**src/rtl/game_ctrl.sv**
```systemverilog
`default_nettype none
// ============================================================================
// game_ctrl : tile-reaction game sequencer. Picks a target tile, times the
//             player's reaction window and keeps score, lives and rounds.
// Revision  : 1.0
// ============================================================================
module game_ctrl #(
  parameter int TICK_DIV = 6500000,
  parameter int LIVES    = 3,
  parameter int ROUNDS   = 20
) (
  input  logic       clk,
  input  logic       rst,
  input  logic       game_start,
  input  logic [2:0] board_size,
  input  logic [2:0] lvl,
  input  logic       click,
  input  logic [1:0] click_row,
  input  logic [1:0] click_col,
  output logic [1:0] target_row,
  output logic [1:0] target_col,
  output logic       target_valid,
  output logic [7:0] score,
  output logic [1:0] lives,
  output logic [5:0] time_left,
  output logic       game_over,
  output logic       menu_rst
);

  typedef enum logic [2:0] {
    S_IDLE = 3'd0,
    S_ARM  = 3'd1,
    S_SHOW = 3'd2,
    S_HIT  = 3'd3,
    S_MISS = 3'd4,
    S_OVER = 3'd5
  } state_t;

  localparam int                   c_PRESC_W    = (TICK_DIV > 1) ? $clog2(TICK_DIV) : 1;
  localparam logic [c_PRESC_W-1:0] c_PRESC_LAST = c_PRESC_W'(TICK_DIV - 1);
  localparam logic [7:0]           c_ROUNDS     = 8'(ROUNDS);
  localparam logic [1:0]           c_LIVES      = 2'(LIVES);
  localparam logic [7:0]           c_LFSR_SEED  = 8'hA5;

  state_t               r_state, w_state_n;
  logic [7:0]           r_lfsr;
  logic [1:0]           r_row, w_row_n;
  logic [1:0]           r_col, w_col_n;
  logic                 r_valid, w_valid_n;
  logic [7:0]           r_score, w_score_n;
  logic [1:0]           r_lives, w_lives_n;
  logic [5:0]           r_time, w_time_n;
  logic                 r_over, w_over_n;
  logic                 r_menu_rst, w_menu_rst_n;
  logic [7:0]           r_round, w_round_n;
  logic [c_PRESC_W-1:0] r_presc, w_presc_n;

  logic       w_lfsr_fb;
  logic [2:0] w_bs;
  logic       w_prop_ok;
  logic [5:0] w_win;
  logic [7:0] w_round_inc;
  logic       w_match;

  // Taps 8,6,5,4 of the polynomial map to bits 7,5,4,3.
  assign w_lfsr_fb = r_lfsr[7] ^ r_lfsr[5] ^ r_lfsr[4] ^ r_lfsr[3];

  assign w_bs = (board_size < 3'd2) ? 3'd2 : ((board_size > 3'd4) ? 3'd4 : board_size);
  assign w_prop_ok = ({1'b0, r_lfsr[1:0]} < w_bs) && ({1'b0, r_lfsr[3:2]} < w_bs);
  assign w_round_inc = r_round + 8'd1;
  assign w_match = (click_row == r_row) && (click_col == r_col);

  always_comb begin
    case (lvl)
      3'd2:    w_win = 6'd20;
      3'd3:    w_win = 6'd10;
      default: w_win = 6'd30;
    endcase
  end

  // Registered outputs: every output is the next-value of its own register.
  always_comb begin
    w_state_n    = r_state;
    w_row_n      = r_row;
    w_col_n      = r_col;
    w_valid_n    = 1'b0;
    w_score_n    = r_score;
    w_lives_n    = r_lives;
    w_time_n     = 6'd0;
    w_over_n     = 1'b0;
    w_menu_rst_n = 1'b0;
    w_round_n    = r_round;
    w_presc_n    = r_presc;

    if ((r_state != S_IDLE) && !game_start) begin
      w_state_n = S_IDLE;
    end else begin
      case (r_state)
        S_IDLE: begin
          if (game_start) begin
            w_lives_n = c_LIVES;
            w_score_n = 8'd0;
            w_round_n = 8'd0;
            w_state_n = S_ARM;
          end
        end
        S_ARM: begin
          if (w_prop_ok) begin
            w_row_n   = r_lfsr[1:0];
            w_col_n   = r_lfsr[3:2];
            w_valid_n = 1'b1;
            w_time_n  = w_win;
            w_presc_n = '0;
            w_state_n = S_SHOW;
          end
        end
        S_SHOW: begin
          // A click beats the timeout when both land in the same cycle.
          if (click) begin
            w_state_n = w_match ? S_HIT : S_MISS;
          end else if (r_time == 6'd0) begin
            w_state_n = S_MISS;
          end else begin
            w_valid_n = 1'b1;
            if (r_presc == c_PRESC_LAST) begin
              w_presc_n = '0;
              w_time_n  = r_time - 6'd1;
            end else begin
              w_presc_n = r_presc + 1'b1;
              w_time_n  = r_time;
            end
          end
        end
        S_HIT: begin
          w_score_n = (r_score == 8'hFF) ? r_score : r_score + 8'd1;
          w_round_n = w_round_inc;
          w_over_n  = (w_round_inc == c_ROUNDS);
          w_state_n = w_over_n ? S_OVER : S_ARM;
        end
        S_MISS: begin
          w_lives_n = (r_lives == 2'd0) ? 2'd0 : r_lives - 2'd1;
          w_round_n = w_round_inc;
          w_over_n  = (w_lives_n == 2'd0) || (w_round_inc == c_ROUNDS);
          w_state_n = w_over_n ? S_OVER : S_ARM;
        end
        S_OVER: begin
          if (click) begin
            w_menu_rst_n = 1'b1;
            w_state_n    = S_IDLE;
          end else begin
            w_over_n = 1'b1;
          end
        end
        default: w_state_n = S_IDLE;
      endcase
    end
  end

  always_ff @(posedge clk) begin
    if (rst) begin
      r_state    <= S_IDLE;
      r_lfsr     <= c_LFSR_SEED;
      r_row      <= 2'd0;
      r_col      <= 2'd0;
      r_valid    <= 1'b0;
      r_score    <= 8'd0;
      r_lives    <= c_LIVES;
      r_time     <= 6'd0;
      r_over     <= 1'b0;
      r_menu_rst <= 1'b0;
      r_round    <= 8'd0;
      r_presc    <= '0;
    end else begin
      r_state    <= w_state_n;
      r_lfsr     <= {r_lfsr[6:0], w_lfsr_fb};
      r_row      <= w_row_n;
      r_col      <= w_col_n;
      r_valid    <= w_valid_n;
      r_score    <= w_score_n;
      r_lives    <= w_lives_n;
      r_time     <= w_time_n;
      r_over     <= w_over_n;
      r_menu_rst <= w_menu_rst_n;
      r_round    <= w_round_n;
      r_presc    <= w_presc_n;
    end
  end

  assign target_row   = r_row;
  assign target_col   = r_col;
  assign target_valid = r_valid;
  assign score        = r_score;
  assign lives        = r_lives;
  assign time_left    = r_time;
  assign game_over    = r_over;
  assign menu_rst     = r_menu_rst;

endmodule
`default_nettype wire

```
**config.mk**
```make
export PLATFORM = sky130hd
export DESIGN_NAME = game_ctrl
export DESIGN_NICKNAME = d
export VERILOG_FILES = /design/src/rtl/game_ctrl.sv
export SDC_FILE = /design/constraint.sdc
export NUM_CORES = 1
export LEC_CHECK = 0
export CAP_MARGIN = 0
export CORE_MARGIN = 5
export CORE_UTILIZATION = 51
export DETAILED_ROUTE_END_ITERATION = 16
export GPL_TIMING_DRIVEN = 0
export PLACE_DENSITY = 0.83
export SYNTH_ARGS = -nofsm -noshare
export SYNTH_HDL_FRONTEND = slang
export SYNTH_SLANG_ARGS = --single-unit
```
**constraint.sdc**
```tcl
create_clock -name clk -period 1.9 [get_ports clk]
set_input_delay 0.285 -clock clk [delete_from_list [all_inputs] [get_ports clk]]
set_output_delay 0.285 -clock clk [all_outputs]
set_load 0.01 [all_outputs]
```
# Word level (Yosys, flattened, before mapping)
# Cells that the tools add are included.
[totals]
reg_bits = 65
in_bits = 14
wordCells = 105
[op_classes]
add_sub_neg = 5
magnitude_cmp = 4
n_eq_ne = 20
muxes = 36
bitwise_logic = 5
reduce_logical = 23
[op_table]
columns = ["operator", "n"]
rows = [
  ["23-bit two-way mux", 4],
  ["23-bit case mux with 2 select lines", 1],
  ["8-bit case mux with 2 select lines", 2],
  ["3-bit two-way mux", 10],
  ["6-bit two-way mux", 4],
  ["23-bit by 1-bit adder with 23-bit output (second input constant)", 1],
  ["23-bit == test (second input constant)", 1],
  ["3-bit case mux with 6 select lines", 1],
  ["8-bit by 1-bit adder with 8-bit output (second input constant)", 2],
  ["8-bit two-way mux", 2],
  ["3-bit by 2-bit == test with 1-bit output (second input constant)", 4],
  ["2-bit inequality test (second input constant)", 6],
  ["6-bit case mux with 2 select lines", 1],
  ["5-bit case mux with 2 select lines", 1],
  ["3-bit AND reduction", 3],
  ["8-bit by 5-bit == test with 1-bit output (second input constant)", 1],
  ["8-bit == test (second input constant)", 1],
  ["4-bit AND reduction", 2],
  ["2-bit nonzero test", 4],
  ["3-bit == test (second input constant)", 2],
  ["6-bit logical NOT", 1],
  ["2-bit by 3-bit < comparator with 1-bit output", 2],
  ["6-bit by 1-bit subtractor with 6-bit output (second input constant)", 1],
  ["1-bit two-way mux", 5],
  ["22 further kinds", 31],
]

# Longest topological paths before layout
[depth]
ltp_word = 7
mapped_depth = 9
ltp_nobuf = 7

# Worst setup path after synthesis
# No wires, ideal clock.
[synth_path]
path_type = "register to register"
startpoint = "reg r_presc[0]"
endpoint = "reg r_time[2], in the netlist time_left[2]"
arrival_time_ns = 1.908
path_slack_ns = -0.090
stages_incl_launch_ff = 7
synth_period_minus_slack_ns = 1.990
path_cell_list = "dfxtp_1 ha_1 and4_1 nand2_1 o311ai_1 or4b_1 o221ai_1"
[synth_via]
elab_chain_cells = 2
[synth_lines]
columns = ["element", "line_no", "source"]
rows = [
  ["from (decl)", "56", "logic [c_PRESC_W-1:0] r_presc, w_presc_n;"],
  ["from (signal assigned)", "185", "r_presc <= w_presc_n;"],
  ["23-bit == test", "125", "if (r_presc == c_PRESC_LAST) begin"],
  ["4-bit inequality test (no source line)", "--", ""],
  ["to (signal assigned)", "181", "r_time <= w_time_n;"],
  ["to (decl)", "52", "logic [5:0] r_time, w_time_n;"],
]
# Every way passes these cells.
# A chain may end at the register's enable or synchronous reset.

# Worst setup path in the final report
[layout_path]
startpoint = "reg r_state[1]"
endpoint = "reg r_time[2], in the netlist time_left[2]"
[layout_via]
elab_chain_cells = 3
word_cells_on_any_way = 7
classes_between = "3 x eq/ne; 1 x mux; 3 x reduce/logical"
[layout_lines]
columns = ["element", "line_no", "source"]
rows = [
  ["from (decl)", "45", "state_t r_state, w_state_n;"],
  ["from (signal assigned)", "174", "r_state <= w_state_n;"],
  ["branches (longest 3 deep; another with 4-bit inequality test)", "--", ""],
]
# Several ways; the timed one is not identified.

==> metrics.md <==
| Metric | Value |
|---|---|
| GR Layer Usage met2 | `between 40% and 50%` |
| CTS sink cnt | `between 60 and 70` |
| WL final | `about 12,000 µm` |
| Crit Path Class | `reg2reg` |
| Fraction of layout cells with a size suffix above 1 | `around a quarter` |
| Routed vias/inst | `6.52` |
| Comb pwr share | `a little under a fifth` |
| Synth top area cells | `dfxtp_1 (37%), a21oi_1 (5.4%), nand2_1 (4.0%)` |
| Worst vdd ir | `0.000620 V` |
| Switching power total | `1.00 mW` |
| Die Y-Extent | `~93 µm` |
| Final worst slack | `-0.161 ns` |
| Antenna diodes | `0` |
| IO Pins | `37` |
| Placer Congestion | `around 0.9` |
| Post-synth EDFFs | `0` |
| RSZ-0062 raised after global routing | `yes` |
| Tcrit/Tclk final | `108%` |
| GR peak layer | `met2` |
| Initial DRC count | `about 420` |
| Post-synth top area share | `between 30% and 40%` |
| Ys Warns | `0` |
| Max H-tree Level | `3` |
| Later-pin clock latency in the skew report | `approximately 0.37 ns` |
| Vias in the first global route | `around 3,700` |
| Syn_nets | `approximately 460` |
| Core area | `just under 7000 µm²` |
| Mean post-synth cell area | `8.03 µm²` |
| Seq cells post-synth | `between 60 and 70` |
| Clock skew after layout | `0.00775 ns` |
| Clock Path Buffers | `2` |
| First-pass GRT wire length | `roughly 17,000 µm` |
| FF-to-FF setup slack | `-0.16 ns` |
| Hold buffers post-CTS | `0` |
| Area leader, netlist | `dfxtp_1` |
| Dpl hpwl | `roughly 6600 µm` |
| Mapped Cells | `between 400 and 500` |
| Fillers | `435` |
| Synth Area in XOR/XNOR | `between 4 and 5%` |
| TritonCTS clock tree | `done` |
| Failing checks | `setup timing` |
| Num CTS Buffers | `9` |
| Largest net degree at the start of global routing | `14` |
| Fin. Hold Viols | `0` |
| Status | `finished, violations left` |
| Setup TNS | `-1.32 ns` |
| Main synth FF type | `dfxtp_1` |
| Pwr Total | `3.27 mW` |
| Global Route Usage Sum | `24.4%` |
| Seq/Total Area, Yosys | `between 30 and 40%` |
| CP max stage delay | `0.54 ns` |
| Initial Util | `between 50% and 60%` |
| Placement Cell Area | `about 4000 µm²` |
| Worst Tran Pin Value | `roughly 0.67 ns` |
| Top-count cell post-synth | `dfxtp_1` |
| Via count | `approximately 4,000` |
| Critical path required time | `roughly 2.2 ns` |
| Power per cell area | `663 nW/µm²` |
| Crit start category | `register` |
| Initial antenna violation count | `0` |
| Min-Delay Path Depth | `1` |
| Clock root cell | `clkbuf_8` |
| Fin nets | `535` |
| Fin crit period | `slightly above 2 ns` |
| Worst slack at placement | `-0.819 ns` |
| Largest family of logic cells by synthesized area | `simple AND/OR/NAND/NOR gates` |
| Fraction of the mapped netlist area in adder cells | `around 2.1%` |
| Final antenna-violating net count | `0` |
| Sw Share | `30.7%` |
| IO Port Bufs | `36` |
| Overflow after GRT | `0` |
| Crit path cell chain | `or3b_4 > a211oi_4 > nand2b_1 > or4b_1 > o221ai_2` |
| Final setup violation count | `26` |
| Fin. max-slew vios | `0` |
| Drt wl/cell | `approximately 20 µm` |
| Clock share of power | `between 30% and 40%` |
| Crit path max fanout | `5` |
| Slowest-stage cell, CP | `or4b_1` |
| Multiplexer area fraction after synthesis | `less than 1%` |
| Ys async rst share | `0%` |
| Worst Path Arrival | `between 2 and 2.5 ns` |
| FMAX | `~490 MHz` |
| Design area | `about 4900 µm²` |
| Rows | `30` |
| Int Power | `between 2 and 2.5 mW` |
| DIE WIDTH | `roughly 93 µm` |
| Leak | `between 1.5 and 2 nW` |
| Worst Hold Class | `reg2reg` |
| Min Hold Slack | `0.436 ns` |
| Simple-gate share of the synthesized area | `~29%` |
| Seq pwr share | `roughly 44%` |
| Die area | `about 8700 µm²` |
| Cell variety after synth | `63` |
| Synth cell count leaders | `dfxtp_1 (65), a21oi_1 (38), nand2_1 (38)` |
| Area grow syn2layout | `39.0%` |
| Slew Limit Headroom | `between 50% and 60%` |
| R2R cell count | `5` |
| Max_cap viols | `0` |
| Clock transition at path regs | `approximately 0.080 ns` |
| GR Layer Usage met1 | `28.2%` |
| Met3 Usage GRT | `7.40%` |
| Area of the mapped netlist | `between 3000 and 4000 µm²` |
| Drt first pass iters | `6` |
| Compound-Gate Fraction of Synth Area | `a little under a quarter` |
| Drt drc | `0` |
| CP endpoint kind | `register` |
power groups by stage:
stage	combinational [mW]	sequential [mW]	clock, mW
3_5_place_dp	0.388	1.46	0
2_1_floorplan	0.257	1.46	0
5_1_grt	0.618	1.44	1.31
4_1_cts	0.447	1.43	1.24
6_report	0.592	1.43	1.24
3_3_place_gp	0.382	1.46	0
cell type report:
| type | count | area (µm²) | area share, % |
|---|---|---|---|
| clock buffer | 9 | 124 | 2.51 |
| inverter | 18 | 71.3 | 1.45 |
| sequential | 65 | 1330 | 26.9 |
| timing repair buffer | 64 | 641 | 13.0 |
| buffer | 23 | 170 | 3.45 |
| tap | 96 | 120 | 2.44 |
| clock inverter | 7 | 77.6 | 1.57 |
| multi-input combinational | 334 | 2400 | 48.6 |
per-layer routing:
metal / wire (µm) / vias to the layer above
met5: 0 / -
met4: 663 / 0
met3: 1150 / 87
met2: 6120 / 306
met1: 4490 / 1838
li1: - / 1783
cells in the final DEF (no fill, tap or decap), types with 6 or more instances in the layout:
master            n
clkbuf_8          9
nor2_1           30
buf_4            23
nand2b_1          8
or2_2             6
nand3_1          25
and3_1            8
dfxtp_1          53
inv_1            16
a21oi_2           7
nor3_1            9
o21ai_0          13
buf_6             6
clkdlybuf4s50_1  34
or3_1             7
clkbuf_1          9
nor2b_1          10
o21ai_1           6
xnor2_1          12
dfxtp_2           7
nand2_1          37
a21oi_1          30
o32ai_1           7
nand4_1           8
worst max-delay path, delay by kind of cell, from the launching register on:
family	cells	cell delay, ns
DFF	1	0.38
AOI/OAI and AO/OA	2	0.46
and+or+nand+nor	3	1.14
cell families after synthesis:
family | count (synthesis)
compound gates | 120
xor+xnor | 17
fa+ha+maj | 6
buf+inv | 43
flops | 65
mux | 1
simple gates | 190
what timing repair did:
| action | 4_1_cts | 5_1_grt |
|---|---|---|
| gates cloned | 0 | 3 |
| pin swaps | 8 | 20 |
| gates resized for setup | 47 | 65 |
| setup buffers | 15 | 10 |
| setup endpoints to repair | 33 | 43 |
per-stage QoR:
| stage | instances | util [%] |
|---|---|---|
| detailed placement | 574 | 59.4 |
| global route | 616 | 72.6 |
| CTS | 605 | 66.5 |
| global placement | 574 | 59.4 |
| floorplan | 442 | - |
| finish | 616 | 72.6 |
flip-flops by register name, indices dropped and copies added, names as in the netlist:
| name | cells |
|---|---|
| lives | 2 |
| target_col | 2 |
| target_row | 2 |
| menu_rst | 1 |
| r_presc | 23 |
| score | 8 |
| time_left | 6 |
| r_state | 3 |
| game_over | 1 |
| r_lfsr | 8 |
| target_valid | 1 |
| r_round | 8 |
worst paths after layout:
kind | startpoint | end
hold reg to reg | r_lfsr[6]$_SDFF_PP0_ | r_lfsr[7]$_SDFF_PP1_
hold / removal | r_lfsr[6]$_SDFF_PP0_ | r_lfsr[7]$_SDFF_PP1_
setup / recovery | r_state[1]$_SDFFE_PP0P_ | time_left[2]$_SDFFE_PP0P_
setup reg to reg | r_state[1]$_SDFFE_PP0P_ | time_left[2]$_SDFFE_PP0P_
(Power assumes the default switching activity.)
